## src/rtl/instr_fetch_unit_pkg.sv

```systemverilog
// Shared types and constants for the instruction fetch unit.
//   XLEN          : address/PC width
//   FETCH_NOP     : instruction handed to decode when the PC is misaligned
//   fetch_state_e : RUN (normal fetching) / TRAP (misaligned PC reported)
//   fetch_entry_t : one prefetch buffer entry {instr, pc}
package instr_fetch_unit_pkg;

  localparam int XLEN = 32;

  localparam logic [31:0] FETCH_NOP = 32'h0000_0013;

  typedef enum logic {
    RUN  = 1'b0,
    TRAP = 1'b1
  } fetch_state_e;

  typedef struct packed {
    logic [31:0]     instr;
    logic [XLEN-1:0] pc;
  } fetch_entry_t;

  function automatic logic isMisaligned(input logic [XLEN-1:0] addr);
    return addr[1:0] != 2'b00;
  endfunction

endpackage

```

## src/rtl/instr_fetch_unit_fifo.sv

```systemverilog
// Prefetch buffer: synchronous FIFO of fetch_entry_t.
//   clk_i, rst_ni : clock, asynchronous active-low reset
//   push_i        : write pushData_i (ignored when full unless popping)
//   pop_i         : drop the head entry (ignored when empty)
//   flush_i       : empty the FIFO; takes priority over push/pop
//   head_o        : current head entry (valid when !empty_o)
//   count_o       : number of stored entries
//   empty_o/full_o: occupancy flags
module fetch_fifo
  import instr_fetch_unit_pkg::*;
#(
  parameter int DEPTH = 2
) (
  input  logic                   clk_i,
  input  logic                   rst_ni,
  input  logic                   push_i,
  input  fetch_entry_t           pushData_i,
  input  logic                   pop_i,
  input  logic                   flush_i,
  output fetch_entry_t           head_o,
  output logic [$clog2(DEPTH):0] count_o,
  output logic                   empty_o,
  output logic                   full_o
);

  localparam int AW = $clog2(DEPTH);
  localparam int CW = AW + 1;
  localparam logic [CW-1:0] FULL_COUNT = CW'(DEPTH);

  fetch_entry_t  mem_q [DEPTH];
  logic [AW-1:0] rdPtr_q;
  logic [AW-1:0] wrPtr_q;
  logic [CW-1:0] count_q;
  logic          doPush;
  logic          doPop;

  assign empty_o = (count_q == '0);
  assign full_o  = (count_q == FULL_COUNT);
  assign count_o = count_q;
  assign head_o  = mem_q[rdPtr_q];

  // A full FIFO can still accept a push when the head leaves in the same cycle.
  assign doPop  = pop_i && !empty_o;
  assign doPush = push_i && (!full_o || doPop);

  // DEPTH is a power of two, so the pointers wrap naturally.
  always_ff @(posedge clk_i or negedge rst_ni) begin
    if (!rst_ni) begin
      rdPtr_q <= '0;
      wrPtr_q <= '0;
      count_q <= '0;
    end else if (flush_i) begin
      rdPtr_q <= '0;
      wrPtr_q <= '0;
      count_q <= '0;
    end else begin
      if (doPush) wrPtr_q <= wrPtr_q + AW'(1);
      if (doPop)  rdPtr_q <= rdPtr_q + AW'(1);
      case ({doPush, doPop})
        2'b10:   count_q <= count_q + CW'(1);
        2'b01:   count_q <= count_q - CW'(1);
        default: count_q <= count_q;
      endcase
    end
  end

  // Storage needs no reset: entries are only read once count covers them.
  always_ff @(posedge clk_i) begin
    if (doPush && !flush_i) mem_q[wrPtr_q] <= pushData_i;
  end

  overflowCheck: assert property (@(posedge clk_i) disable iff (!rst_ni)
    !(push_i && full_o && !pop_i && !flush_i));

endmodule

```

## src/rtl/instr_fetch_unit.sv

```systemverilog
// Instruction fetch front end. Owns the PC, issues word-aligned fetch
// requests, buffers in-order responses and presents them to decode.
//   clk, cpu_rstn           : clock, asynchronous active-low reset
//   redirect_valid/_pc      : branch/jump/trap redirect pulse and target
//   imem_req_valid/_ready   : request handshake, imem_req_addr = PC fetched
//   imem_rsp_valid/_data    : in-order response, no backpressure
//   fetch_valid/_ready      : decode handshake on the head instruction
//   fetch_instr             : head instruction (NOP for a misaligned PC)
//   current_pc              : head PC when buffered, else the fetch PC
//   fetch_addr_misaligned   : current_pc is not word aligned
module instr_fetch_unit
  import instr_fetch_unit_pkg::*;
#(
  parameter logic [XLEN-1:0] RESET_PC   = 32'h0000_0000,
  parameter int              FIFO_DEPTH = 2
) (
  input  logic            clk,
  input  logic            cpu_rstn,
  input  logic            redirect_valid,
  input  logic [XLEN-1:0] redirect_pc,
  output logic            imem_req_valid,
  input  logic            imem_req_ready,
  output logic [XLEN-1:0] imem_req_addr,
  input  logic            imem_rsp_valid,
  input  logic [31:0]     imem_rsp_data,
  output logic            fetch_valid,
  input  logic            fetch_ready,
  output logic [31:0]     fetch_instr,
  output logic [XLEN-1:0] current_pc,
  output logic            fetch_addr_misaligned
);

  localparam int CW = $clog2(FIFO_DEPTH) + 1;
  // Discards can pile up over back-to-back redirects while old responses are
  // still in flight, so this counter gets extra headroom.
  localparam int DW = CW + 2;
  localparam logic [CW:0] DEPTH_LIM = (CW+1)'(FIFO_DEPTH);

  fetch_state_e    state_q, state_d;
  logic [XLEN-1:0] pc_q, pc_d;
  logic [XLEN-1:0] rspPc_q, rspPc_d;
  logic [CW-1:0]   outstanding_q, outstanding_d;
  logic [DW-1:0]   discard_q, discard_d;

  fetch_entry_t    fifoHead;
  fetch_entry_t    fifoIn;
  logic [CW-1:0]   fifoCount;
  logic            fifoEmpty;
  logic            fifoFull;
  logic            fifoPush;
  logic            fifoPop;
  logic [CW:0]     inFlight;
  logic            reqFire;
  logic            rspKeep;
  logic            misFault;

  fetch_fifo #(
    .DEPTH (FIFO_DEPTH)
  ) u_fifo (
    .clk_i      (clk),
    .rst_ni     (cpu_rstn),
    .push_i     (fifoPush),
    .pushData_i (fifoIn),
    .pop_i      (fifoPop),
    .flush_i    (redirect_valid),
    .head_o     (fifoHead),
    .count_o    (fifoCount),
    .empty_o    (fifoEmpty),
    .full_o     (fifoFull)
  );

  // Requests are throttled so every response always has a buffer slot.
  assign inFlight       = {1'b0, outstanding_q} + {1'b0, fifoCount};
  assign imem_req_valid = cpu_rstn && (state_q == RUN) && !isMisaligned(pc_q)
                          && !fifoFull && (inFlight < DEPTH_LIM);
  assign imem_req_addr  = pc_q;
  assign reqFire        = imem_req_valid && imem_req_ready;

  // Responses belonging to requests issued before a redirect are dropped.
  assign rspKeep  = imem_rsp_valid && (discard_q == '0);
  assign fifoPush = rspKeep && !redirect_valid;
  assign fifoIn   = '{instr: imem_rsp_data, pc: rspPc_q};
  assign fifoPop  = fetch_ready && !fifoEmpty;

  // A misaligned PC is only reported once everything older has drained.
  assign misFault = (state_q == RUN) && isMisaligned(pc_q) && fifoEmpty
                    && (outstanding_q == '0);

  assign fetch_valid           = cpu_rstn && (!fifoEmpty || misFault);
  assign fetch_instr           = fifoEmpty ? FETCH_NOP : fifoHead.instr;
  assign current_pc            = fifoEmpty ? pc_q : fifoHead.pc;
  assign fetch_addr_misaligned = isMisaligned(current_pc);

  // Redirect overrides everything: whatever is in flight, including a request
  // accepted this very cycle, becomes a discard, and a response arriving now
  // already consumes one of those.
  always_comb begin
    state_d       = state_q;
    pc_d          = pc_q;
    rspPc_d       = rspPc_q;
    outstanding_d = outstanding_q;
    discard_d     = discard_q;
    if (redirect_valid) begin
      state_d       = RUN;
      pc_d          = redirect_pc;
      rspPc_d       = redirect_pc;
      outstanding_d = '0;
      discard_d     = discard_q + DW'(outstanding_q) + DW'(reqFire) - DW'(imem_rsp_valid);
    end else begin
      if (reqFire) pc_d = pc_q + XLEN'(4);
      if (imem_rsp_valid) begin
        if (discard_q != '0) discard_d = discard_q - DW'(1);
        else                 rspPc_d   = rspPc_q + XLEN'(4);
      end
      outstanding_d = outstanding_q + CW'(reqFire) - CW'(rspKeep);
      if (misFault && fetch_ready) state_d = TRAP;
    end
  end

  always_ff @(posedge clk or negedge cpu_rstn) begin
    if (!cpu_rstn) begin
      state_q       <= RUN;
      pc_q          <= RESET_PC;
      rspPc_q       <= RESET_PC;
      outstanding_q <= '0;
      discard_q     <= '0;
    end else begin
      state_q       <= state_d;
      pc_q          <= pc_d;
      rspPc_q       <= rspPc_d;
      outstanding_q <= outstanding_d;
      discard_q     <= discard_d;
    end
  end

  inFlightBound: assert property (@(posedge clk) disable iff (!cpu_rstn)
    inFlight <= DEPTH_LIM);

endmodule

```

## config.mk

```make
export PLATFORM = sky130hd
export DESIGN_NAME = instr_fetch_unit
export DESIGN_NICKNAME = d
export VERILOG_FILES = /design/src/rtl/instr_fetch_unit_pkg.sv /design/src/rtl/instr_fetch_unit_fifo.sv /design/src/rtl/instr_fetch_unit.sv
export SDC_FILE = /design/constraint.sdc
export NUM_CORES = 1
export LEC_CHECK = 0
export ABC_AREA = 1
export CAP_MARGIN = 5
export CELL_PAD_IN_SITES_DETAIL_PLACEMENT = 2
export CELL_PAD_IN_SITES_GLOBAL_PLACEMENT = 2
export CORE_ASPECT_RATIO = 0.7
export CORE_MARGIN = 2
export CORE_UTILIZATION = 36
export CTS_BUF_LIST = sky130_fd_sc_hd__clkbuf_4
export CTS_CLUSTER_SIZE = 8
export DETAILED_ROUTE_END_ITERATION = 10
export PLACE_DENSITY_LB_ADDON = 0.1
export SYNTH_ARGS = -nofsm -noshare
export SYNTH_HDL_FRONTEND = slang
export SYNTH_HIERARCHICAL = 1
export SYNTH_SLANG_ARGS = --single-unit
export TNS_END_PERCENT = 100
```

## constraint.sdc

```tcl
create_clock -name clk -period 10.8 [get_ports clk]
set_input_delay 1.08 -clock clk [delete_from_list [all_inputs] [get_ports clk]]
set_output_delay 1.08 -clock clk [all_outputs]
set_load 0.005 [all_outputs]
```

# Yosys cells after proc, flatten, opt, wreduce, memory -nomap -nowiden
# Memories as Yosys holds them, arrays and structs flattened.
# Cells that the tools add are included.
# Widths: inputs -> output; s select.
# word_totals
mem_count	1
reg_bits	75
output_inout_bits	99
mem_bits_rw	128
# mem_list
name	depth	word_bits	rd	rd_ports_with_merged_regs	write_ports	line	source
u_fifo.mem_q	2	64	1	0	1	instr_fetch_unit_fifo.sv:30	fetch_entry_t mem_q [DEPTH];
# classes
magnitude_cmp	1
eq_ne	4
mux	21
add_sub_neg	13
n_bitwise	1
n_reduce_logical	37
# ops
operator	n
$mux 32	7
$add 32x3->32 const B	2
$logic_and 1x1->1	16
$reduce_bool 2->1	8
$mux 4	3
$mux 1	8
$add 4x1->4	1
$add 4x2->4	1
$eq 2x2->1 const B	2
$logic_not 1->1	4
$logic_not 2->1	2
$logic_not 4->1	1
$mux 2	2
$pmux 2 s2	1
$reduce_and 2->1	2
$reduce_bool 4->1	1
$sub 4x1->4	1
$sub 4x1->4 const B	1
$add 2x2->3	1
$lt 3x2->1 const B	1
$reduce_bool 3->1	1
$add 1x1->1 const B	2
$add 2x1->2	1
$add 2x1->2 const B	1
other kinds (6)	7

# Depth between registers and ports, before layout
# Gate-level depths: netlist (run 1).
# logic_depth
word_depth	9
mapped_depth	14

# Hierarchy
# The synthesis (run 1) kept the hierarchy.
# by_module_without_submodules
mod	area_each_um2	cells_each	instances	seq_area_each_um2
instr_fetch_unit	5594.1	865	1	1776.7
fetch_fifo	4916.0	373	1	3943.8

# Worst setup path after synthesis (run 1)
# OpenSTA, ideal clock, no wires.
# synth_path
path_type	in2reg
from	input port imem_rsp_valid
to	memory u_fifo/mem_q[1][0] in the netlist's numbering, enable pin
arrival_ns	6.148
setup_time_ns	0.565
setup_slack_ns	4.087
stages	7
required_time_ns	10.235
path_cell_list	inv_1 > nor2_4 > nand2_1 > inv_2 > buf_4 > o21ai_2 > nor3_1
# synth_between
elab_chain_cells	6
# synth_rtl
item	line	source
from (decl)	instr_fetch_unit.sv:24	input logic imem_rsp_valid,
$logic_and 1x1->1	instr_fetch_unit.sv:80	assign rspKeep = imem_rsp_valid && (discard_q == '0);
$logic_and 1x1->1	instr_fetch_unit.sv:81	assign fifoPush = rspKeep && !redirect_valid;
named net fifoPush	instr_fetch_unit.sv:50	logic fifoPush;
$logic_and 1x1->1	instr_fetch_unit_fifo.sv:44	assign doPush = push_i && (!full_o || doPop);
$logic_and 1x1->1	instr_fetch_unit_fifo.sv:69	if (doPush && !flush_i) mem_q[wrPtr_q] <= pushData_i;
$mux 1	instr_fetch_unit_fifo.sv:69	
$mux 1 (implied by the code)	instr_fetch_unit_fifo.sv:69	
to (decl)	instr_fetch_unit_fifo.sv:30	
# The timed path passes the listed nets, and every way through them passes these cells.

==> results.yml, run 1 <==
finish:
  utilization_pct: 45.9
  final_common_cell: "nand2_1"
  finalNetCount: 1515
  final_cell_mix: "nand2_1, clkdlybuf4s50_1, inv_1, edfxtp_1, nor2_1"
  syn2layout_area_growth_pct: 25.9
  drive_above_1_share_pct: 11.3
  instances_no_fill: 1853
floorplanning:
  die_h_um: 147
  coreArea_sq_mm: 0.0288
  rows: 52
  io_pins: 169
  initial_core_util_pct: 36.5
  die_width_um: 208
  die_area_sq_mm: 0.0306
synthesis:
  synth-edff-count: 128
  ys_seq_area_share_pct: 54.4
  syn-num-nets: 1321
  synthFlopType: "edfxtp_1"
  synthCells: 1238
  synthArstFlopShare_pct: 36.9
  yosysUniqueCellTypes: 38
  ys_ff_latch: 203
  synth-warning-count: 6
  avgSynthCellArea_sq_um: 8.49
  syn-cell-area_sq_mm: 0.0105
detailed_routing:
  drc_errors: 0
  antenna_left: 0
  detail_route.wl_per_cell_um: 21.2
  wirelength_um: 39300
  firstDrtPassIters: 4
  drt_iter0_markers: 569
  viasPerCell: 5.10
  dr_total_vias: 9457
sta:
  finalSetupViolations: 0
  hold_viol: 0
  clock.fmax_ghz: 0.203
  slew_headroom_pct: 30.5
  slew_violations: 0
  fin_setup_tns_ps: 0
  fin_crit_ps: 4910
  fin_worst_skew_ps: 27.1
  rsz0062_at_grt: "false"
  fin_crit_sh_pct: 45.5
  worst_pin_slew_ps: 1040
  setup_slack_ps: 5890
setup_path:
  end_kind: "output port"
  critical_path_arrival_ps: 3830
  reg2reg_depth: 9
  worstSetupStartpointType: "flop"
  cp_max_fo: 65
  required_ps: 9720
  worstSetupPathType: "flop to output port"
grt:
  antenna_found_initial: 2
  grt_max_degree: 66
  gr-usage-met1_pct: 36.0
  grt_first_pass_wirelength_um: 60700
  grtUsageMet2_pct: 43.6
  grt_pass1_vias: 10400
  overflow: 0
  grtUsageMet3_pct: 4.13
  grt_usage_pct: 26.1
  grt-busiest-layer: "met2"
cts:
  htree_num_levels: 2
  hold_buffers: 0
  cts.path.max_buffers: 3
  cts_resized: 0
  clockRootBuffer: "clkbuf_4"
  cts_buffers: 54
  cts_sinks: 203
  clkSlewWorstSetupHoldPaths_ps: 70
  clkLatencyLatePin_ps: 700
  cts_setup_buffers: 0
  tritoncts: "done"
power:
  clkPwrFrac_pct: 31.7
  switching_share_pct: 32.8
  p_per_area_mw_per_mm2: 162
  p_total_mw: 2.15
  switching_power_mw: 0.703
  irDropWorstVdd_v: 0.0000738
  p_leak_nw: 5.70
  internal-power_mw: 1.44
  pwr-share-seq_pct: 44.2
  power_frac_comb_pct: 24.2
place:
  pre_cts_slack_ps: 6110
  gp_congestion: 0.897
  dp_hpwl_um: 27700
  io_buffers: 168
  place_inst: 1754
min_path:
  hold_class: "input port to asynchronous set/reset pin"
outcome:
  outcome: "complete, no violations"
flow_run:
  maxCapViolCount: 0
[power groups by stage]
stage / sequential [mW] / combinational (mW) / clock, mW
2_1_floorplan: 0.939 / 0.264 / 0
3_3_place_gp: 0.960 / 0.498 / 0
3_5_place_dp: 0.963 / 0.523 / 0
4_1_cts: 0.948 / 0.528 / 0.699
5_1_grt: 0.957 / 0.579 / 0.738
6_report: 0.949 / 0.519 / 0.680
[stage by stage]
step                instance area (sq um)  hold slack, ps
finish                              13200             340
floorplan                           10500             442
detailed placement                  12600             463
global placement                    12600             453
CTS                                 13200             300
global route                        13200             321
[layout make-up]
type | count | area [sq um]
flip-flops and latches | 203 | 5720
fillers | 3274 | 15600
inverters | 147 | 552
clock buffers | 80 | 601
diodes | 2 | 5.00
clock inverters | 17 | 70.1
repair buffers | 179 | 1760
well taps | 378 | 473
multi-input cells | 847 | 4050
[registers in the layout (all words and copies together) (netlist names)]
signal and cells:
u_fifo/mem_q 128, imem_req_addr 32, rspPc_q 32, discard_q 4, outstanding_q 2, u_fifo/count_o 2, state_q 1, u_fifo/rdPtr_q 1
u_fifo/wrPtr_q 1
[per-layer routing]
layer	routed length (um)	share of wire [%]	vias to the layer above
li1	-	-	4385
met2	18700	48	217
met5	0	0	-
met1	18200	46	4813
met4	574	1.5	0
met3	1860	4.7	42
[worst max-delay path, stage by stage, from the launching register on]
cell	delay [ps]
dfrtp_2	340
buf_4	640
inv_2	440
buf_4	460
nand2_1	130
nand2_1	50
nand2_1	70
o21ai_0	130
or2_2	360
clkdlybuf4s50_1	460
[final timing paths]
path / end / slack [ps] / from
worst max-delay path: fetch_addr_misaligned / 5890 / u_fifo/rdPtr_q
worst min-delay path: rspPc_q[2] / 340 / cpu_rstn
worst max register to register: u_fifo/mem_q[0][49] / 7060 / discard_q[0]
worst min register to register: u_fifo/mem_q[0][1] / 480 / rspPc_q[1]
max in group asynchronous: imem_req_addr[3] / 9260 / cpu_rstn
min in group clk: u_fifo/mem_q[0][1] / 480 / rspPc_q[1]
[cell usage after synthesis, types with 10 or more instances]
cell type  count  share of area, %
a21oi_1       20              0.95
o21ai_0       54               2.6
nand4_1       10              0.60
ha_1          10               1.2
inv_2         14              0.50
nor3_1        12              0.57
inv_1        133               4.8
buf_2         24               1.1
nor2_2        12              0.71
dfrtp_1       75                18
nand2_1      465                17
edfxtp_1     128                37
nor2_1        82               2.9
o211ai_1      19               1.4
nor2_4        12               1.3
xor2_1        23               1.9
nand3_1       74               3.5
[cell families after synthesis]
| group | count (synthesis) | share of synthesized area [%] |
|---|---|---|
| AOI/OAI and AO/OA | 108 | 5.73 |
| xor gates and xnor gates | 28 | 2.33 |
| adders and majority gates | 13 | 1.76 |
| buffers and inverters | 188 | 7.14 |
| DFF | 203 | 54.4 |
| and+or+nand+nor | 698 | 28.6 |
(Power assumes the default switching activity.)
==> run 2, diff against run 1 <==
--- a/config.mk
+++ b/config.mk
@@ -11,7 +11,7 @@
 export CELL_PAD_IN_SITES_GLOBAL_PLACEMENT = 2
 export CORE_ASPECT_RATIO = 0.7
 export CORE_MARGIN = 2
-export CORE_UTILIZATION = 36
+export CORE_UTILIZATION = 30
 export CTS_BUF_LIST = sky130_fd_sc_hd__clkbuf_4
 export CTS_CLUSTER_SIZE = 8
 export DETAILED_ROUTE_END_ITERATION = 10
==> constraint.sdc (replaced) <==
create_clock -name clk -period 4.3 [get_ports clk]
set_input_delay 0.43 -clock clk [delete_from_list [all_inputs] [get_ports clk]]
set_output_delay 0.43 -clock clk [all_outputs]
set_load 0.005 [all_outputs]
==> run 2 against run 1 <==
Against the previous run:
- via count shrank 2.2%
- sequential share of layout area decreased by 0.72 points
- flip-flop and latch count unchanged
- setup slack worse by 5000 ps
- clock skew fell by 6.0 ps
- design area is 1.7% higher
- total power rose to 2.5 times the previous value
==> results.yml, run 2 (same netlist as run 1, synthesis figures left out) <==
outcome:
  outcome: "complete, no violations"
cts:
  cts_sinks: 203
  htree_num_levels: 2
  cts_resized: 0
  tritoncts: "done"
  clockRootBuffer: "clkbuf_4"
  cts.path.max_buffers: 3
  cts_setup_buffers: 0
  cts_buffers: 55
  clkSlewWorstSetupHoldPaths_ps: 80
  hold_buffers: 1
  clkLatencyLatePin_ps: 710
power:
  irDropWorstVdd_v: 0.000175
  clkPwrFrac_pct: 32.1
  switching_share_pct: 32.6
  p_total_mw: 5.40
  switching_power_mw: 1.76
  internal-power_mw: 3.64
  p_per_area_mw_per_mm2: 401
  power_frac_comb_pct: 23.9
  pwr-share-seq_pct: 44.0
  p_leak_nw: 5.76
finish:
  final_cell_mix: "nand2_1, clkdlybuf4s50_1, inv_1, edfxtp_1, nor2_1"
  finalNetCount: 1522
  syn2layout_area_growth_pct: 28.0
  regMostFlops: "u_fifo/mem_q"
  instances_no_fill: 1958
  final_common_cell: "nand2_1"
  largest_reg_flops: 128
  drive_above_1_share_pct: 11.5
grt:
  grt_pass1_vias: 9955
  grt_max_degree: 65
  grt_usage_pct: 21.7
  antenna_found_initial: 1
  grt_first_pass_wirelength_um: 60500
  overflow: 0
detailed_routing:
  wirelength_um: 39000
  dr_total_vias: 9252
  firstDrtPassIters: 6
  viasPerCell: 4.73
  antenna_left: 0
  drc_errors: 0
  detail_route.wl_per_cell_um: 19.9
  drt_iter0_markers: 448
setup_path:
  required_ps: 3870
  worstSetupStartpointType: "flop"
  reg2reg_depth: 10
  end_kind: "output port"
  r2r_slack_ps: 1580
  worstSetupPathType: "flop to output port"
  cp_max_fo: 40
  critical_path_arrival_ps: 3030
sta:
  clock.fmax_ghz: 0.289
  slew_violations: 0
  fin_setup_tns_ps: 0
  worst_pin_slew_ps: 964
  finalSetupViolations: 0
  fin_crit_sh_pct: 80.4
  fin_worst_skew_ps: 21.1
  hold_viol: 0
  fin_crit_ps: 3460
  slew_headroom_pct: 35.7
  rsz0062_at_grt: "false"
  setup_slack_ps: 844
min_path:
  hold_class: "input port to asynchronous set/reset pin"
place:
  io_buffers: 168
  pre_cts_slack_ps: 1480
  gp_congestion: 0.878
  place_inst: 1853
  dp_hpwl_um: 28400
floorplanning:
  die_width_um: 228
  initial_core_util_pct: 30.4
  rows: 57
  io_pins: 169
  die_area_sq_mm: 0.0366
  die_h_um: 161
  coreArea_sq_mm: 0.0346
flow_run:
  maxCapViolCount: 0
-- run 2: cell count changes in the layout (fill, tap and decap cells not counted), sizes merged --
cell / before / now
buf: 13 / 18
clkinv: 15 / 20
diode: 2 / 1
clkinvlp: 1 / 0
inv: 148 / 150
dlygate4sd3: 0 / 1
-- run 2: final cells by class --
cell class,instances,area [sq um]
multi-input cells,847,4060
clock inverters,23,86.3
inverters,147,552
flip-flops and latches,203,5720
fillers,3976,21100
well taps,472,591
diodes,1,2.50
clock buffers,80,601
repair buffers,185,1840
-- run 2: worst max-delay path: stages (launching register included) --
cell and delay (ps):
dfrtp_1 460, inv_2 80, nand2_4 90, inv_1 60
inv_2 570, o21ai_0 280, or2_2 350, clkdlybuf4s50_1 440
-- run 2: power groups by stage --
stage	Clock [mW]	Combinational, mW	Sequential (mW)
2_1_floorplan	0	0.663	2.36
3_3_place_gp	0	1.28	2.41
3_5_place_dp	0	1.32	2.42
4_1_cts	1.80	1.33	2.38
5_1_grt	1.91	1.46	2.40
6_report	1.73	1.29	2.38
-- run 2: final timing paths --
path / startpoint / endpoint
setup / recovery: u_fifo/count_o[1] / fetch_addr_misaligned
hold / removal: cpu_rstn / imem_req_addr[10]
setup reg to reg: u_fifo/count_o[0] / discard_q[1]
hold reg to reg: rspPc_q[1] / u_fifo/mem_q[1][1]
max in group asynchronous: cpu_rstn / u_fifo/rdPtr_q
min in group clk: redirect_valid / rspPc_q[1]
-- run 2: through the flow --
step           area, sq um  util (%)  hold WS (ps)
2_1_floorplan        10500         -           134
3_3_place_gp         12800      36.9           410
3_5_place_dp         12800      36.9           404
4_1_cts              13500      38.9           152
5_1_grt              13500      38.9           174
6_report             13500      38.9           197
-- run 2: per-layer routing --
layer  share of wire (%)  routed length (um)  GRT usage, %  up-vias
li1                    -                   -             -     4401
met1                  47               18300          31.2     4622
met2                  45               17500          33.6      176
met3                 6.6                2580          4.37       53
met4                 1.6                 613          5.08        0
met5                   0                   0             0        -
==> variant, RTL diff (config.mk and constraints of run 2) <==
Set the parameter `FIFO_DEPTH` to 4 (it was 2).
--- a/src/rtl/instr_fetch_unit.sv
+++ b/src/rtl/instr_fetch_unit.sv
@@ -12,7 +12,7 @@
   import instr_fetch_unit_pkg::*;
 #(
   parameter logic [XLEN-1:0] RESET_PC   = 32'h0000_0000,
-  parameter int              FIFO_DEPTH = 2
+  parameter int              FIFO_DEPTH = 4
 ) (
   input  logic            clk,
   input  logic            cpu_rstn,
Behaviour: not the same (a bounded check fails within 4 cycles, from zero or initial values and one cycle with cpu_rstn low).
==> variant against run 2 <==
  * Power up 89%
  * Sequential share of layout area up 7.0 points
  * Clock power up 69%
  * Hold slack better by 0.016 ns
  * Sequential power up 67%
  * Setup slack worse by 0.39 ns
  * Synthesized area up 52%
  * Synthesized cell count up 31%
  * Final area up 45%
  * Sequential cell count up 133
  * Wire length up 44%
  * Critical path type unchanged
  * Critical endpoint unchanged
  * Largest power group unchanged
  * Highest routed layer unchanged
==> variant: results (changes against run 2) <==
Post-synth EDFFs = 256 (+100%)
Initial antenna violation count = 2 (+1)
Post-Place Worst Slack = 0.872 ns (-0.610 ns)
M1 wire length = 26,500 microns (+45%)
Drt via density = 4.90 (+3.8%)
Largest cells by area after synthesis = edfxtp_1 (48%), dfrtp_1 (13%), nand2_1 (7.4%), nor2_1 (5.9%), o21ai_0 (4.5%)
Post-synth ARST share = 23.8% (-13 points)
Cell area after synthesis = 15,900 sq um (+52%)
Hold-fix buffers, CTS = 2 (+1)
Sequential share of the synthesized area = 60.8% (+6.4 points)
Total Wirelength = 56,300 microns (+44%)
Mapped Cells = 1,624 (+31%)
Skew final = 0.0548 ns (+0.0337 ns)
Sw Ratio = 35.2% (+2.6 points)
Initial DRC Count = 553 (+23%)
Clock latency on the worst-skew pair = 0.82 ns (+0.11 ns)
Comb power = 0.00331 W (+160%)
CP max FO = 84 (+110%)
Status = completed
Worst path max stage delay = 0.65 ns (+0.08 ns)
H-tree depth = 3 (+1)
Post-Syn Nets = 1,715 (+30%)
Met3 wire len = 2100 microns (-19%)
Number of global-route vias before repair = 13,752 (+38%)
M1 GR Usage = 28.2% (-3.0 points)
First-pass GRT wire length = 85,500 microns (+41%)
CTS buffer count = 93 (+69%)
Slowest CP cell = dfrtp_4
HPWL after DPL = 38,800 microns (+37%)
Layout cell share with drive strength beyond 1 = 12.3% (+0.82 points)
Post-Synth Adder-Cell Area = 1.84% (+0.075 points)
Synth unique cells = 46 (+21%)
All-Layer GR Usage = 20.7% (-1.0 points)
Synth Area in Compound Gates = 10.4% (+4.7 points)
Top post-synthesis cells by count = nand2_1 (315), edfxtp_1 (256), nor2_1 (250)
variant: cell types whose count changed in the layout (fill, tap and decap cells not counted), moves of 55 or more:
cell,delta
edfxtp_1,+128
nand2_1,-150
o22ai_1,+65
clkbuf_4,+55
o21ai_0,+88
nor2_1,+165
variant: logic make-up after synthesis:
kind of cell               Yosys count
adders and majority gates           21
buffers and inverters              220
AOI/OAI and AO/OA                  303
xor gates and xnor gates            22
and+or+nand+nor                    722
DFF                                336
variant: layout make-up:
| cell class | count | area [sq um] |
|---|---|---|
| clock buffer | 135 | 1010 |
| antenna | 3 | 7.51 |
| inverter | 149 | 577 |
| sequential | 336 | 9690 |
| clock inverter | 26 | 140 |
| fill | 5749 | 32800 |
| timing repair buffer | 199 | 2000 |
| tap | 684 | 856 |
| multi-input combinational | 1068 | 5270 |
variant: path summary, 6_finish.rpt:
kind                                    from                     to  slack, ns  depth (start not counted)
setup / recovery           u_fifo/rdPtr_q[0]  fetch_addr_misaligned       0.45                          7
hold / removal                redirect_pc[0]             rspPc_q[0]       0.21                          3
setup reg to reg                discard_q[0]    u_fifo/mem_q[3][27]       1.14                         13
hold reg to reg                   rspPc_q[0]     u_fifo/mem_q[0][0]       0.54                          0
max in group asynchronous           cpu_rstn      imem_req_addr[26]       2.68                          4
min in group asynchronous           cpu_rstn       outstanding_q[1]       0.43                          3
variant: stage by stage:
step	total power (W)	hold slack (ns)	area, sq um
2_1_floorplan	0.00568	0.134	15900
3_3_place_gp	0.00733	0.538	18300
3_5_place_dp	0.00742	0.564	18300
4_1_cts	0.0104	0.0951	19500
5_1_grt	0.0109	0.163	19600
6_report	0.0102	0.213	19600
variant: worst min-delay path, cell delays in order:
cell,delay [ns]
clkdlybuf4s50_1,0.39
nand2_1,0.09
nand2_1,0.06
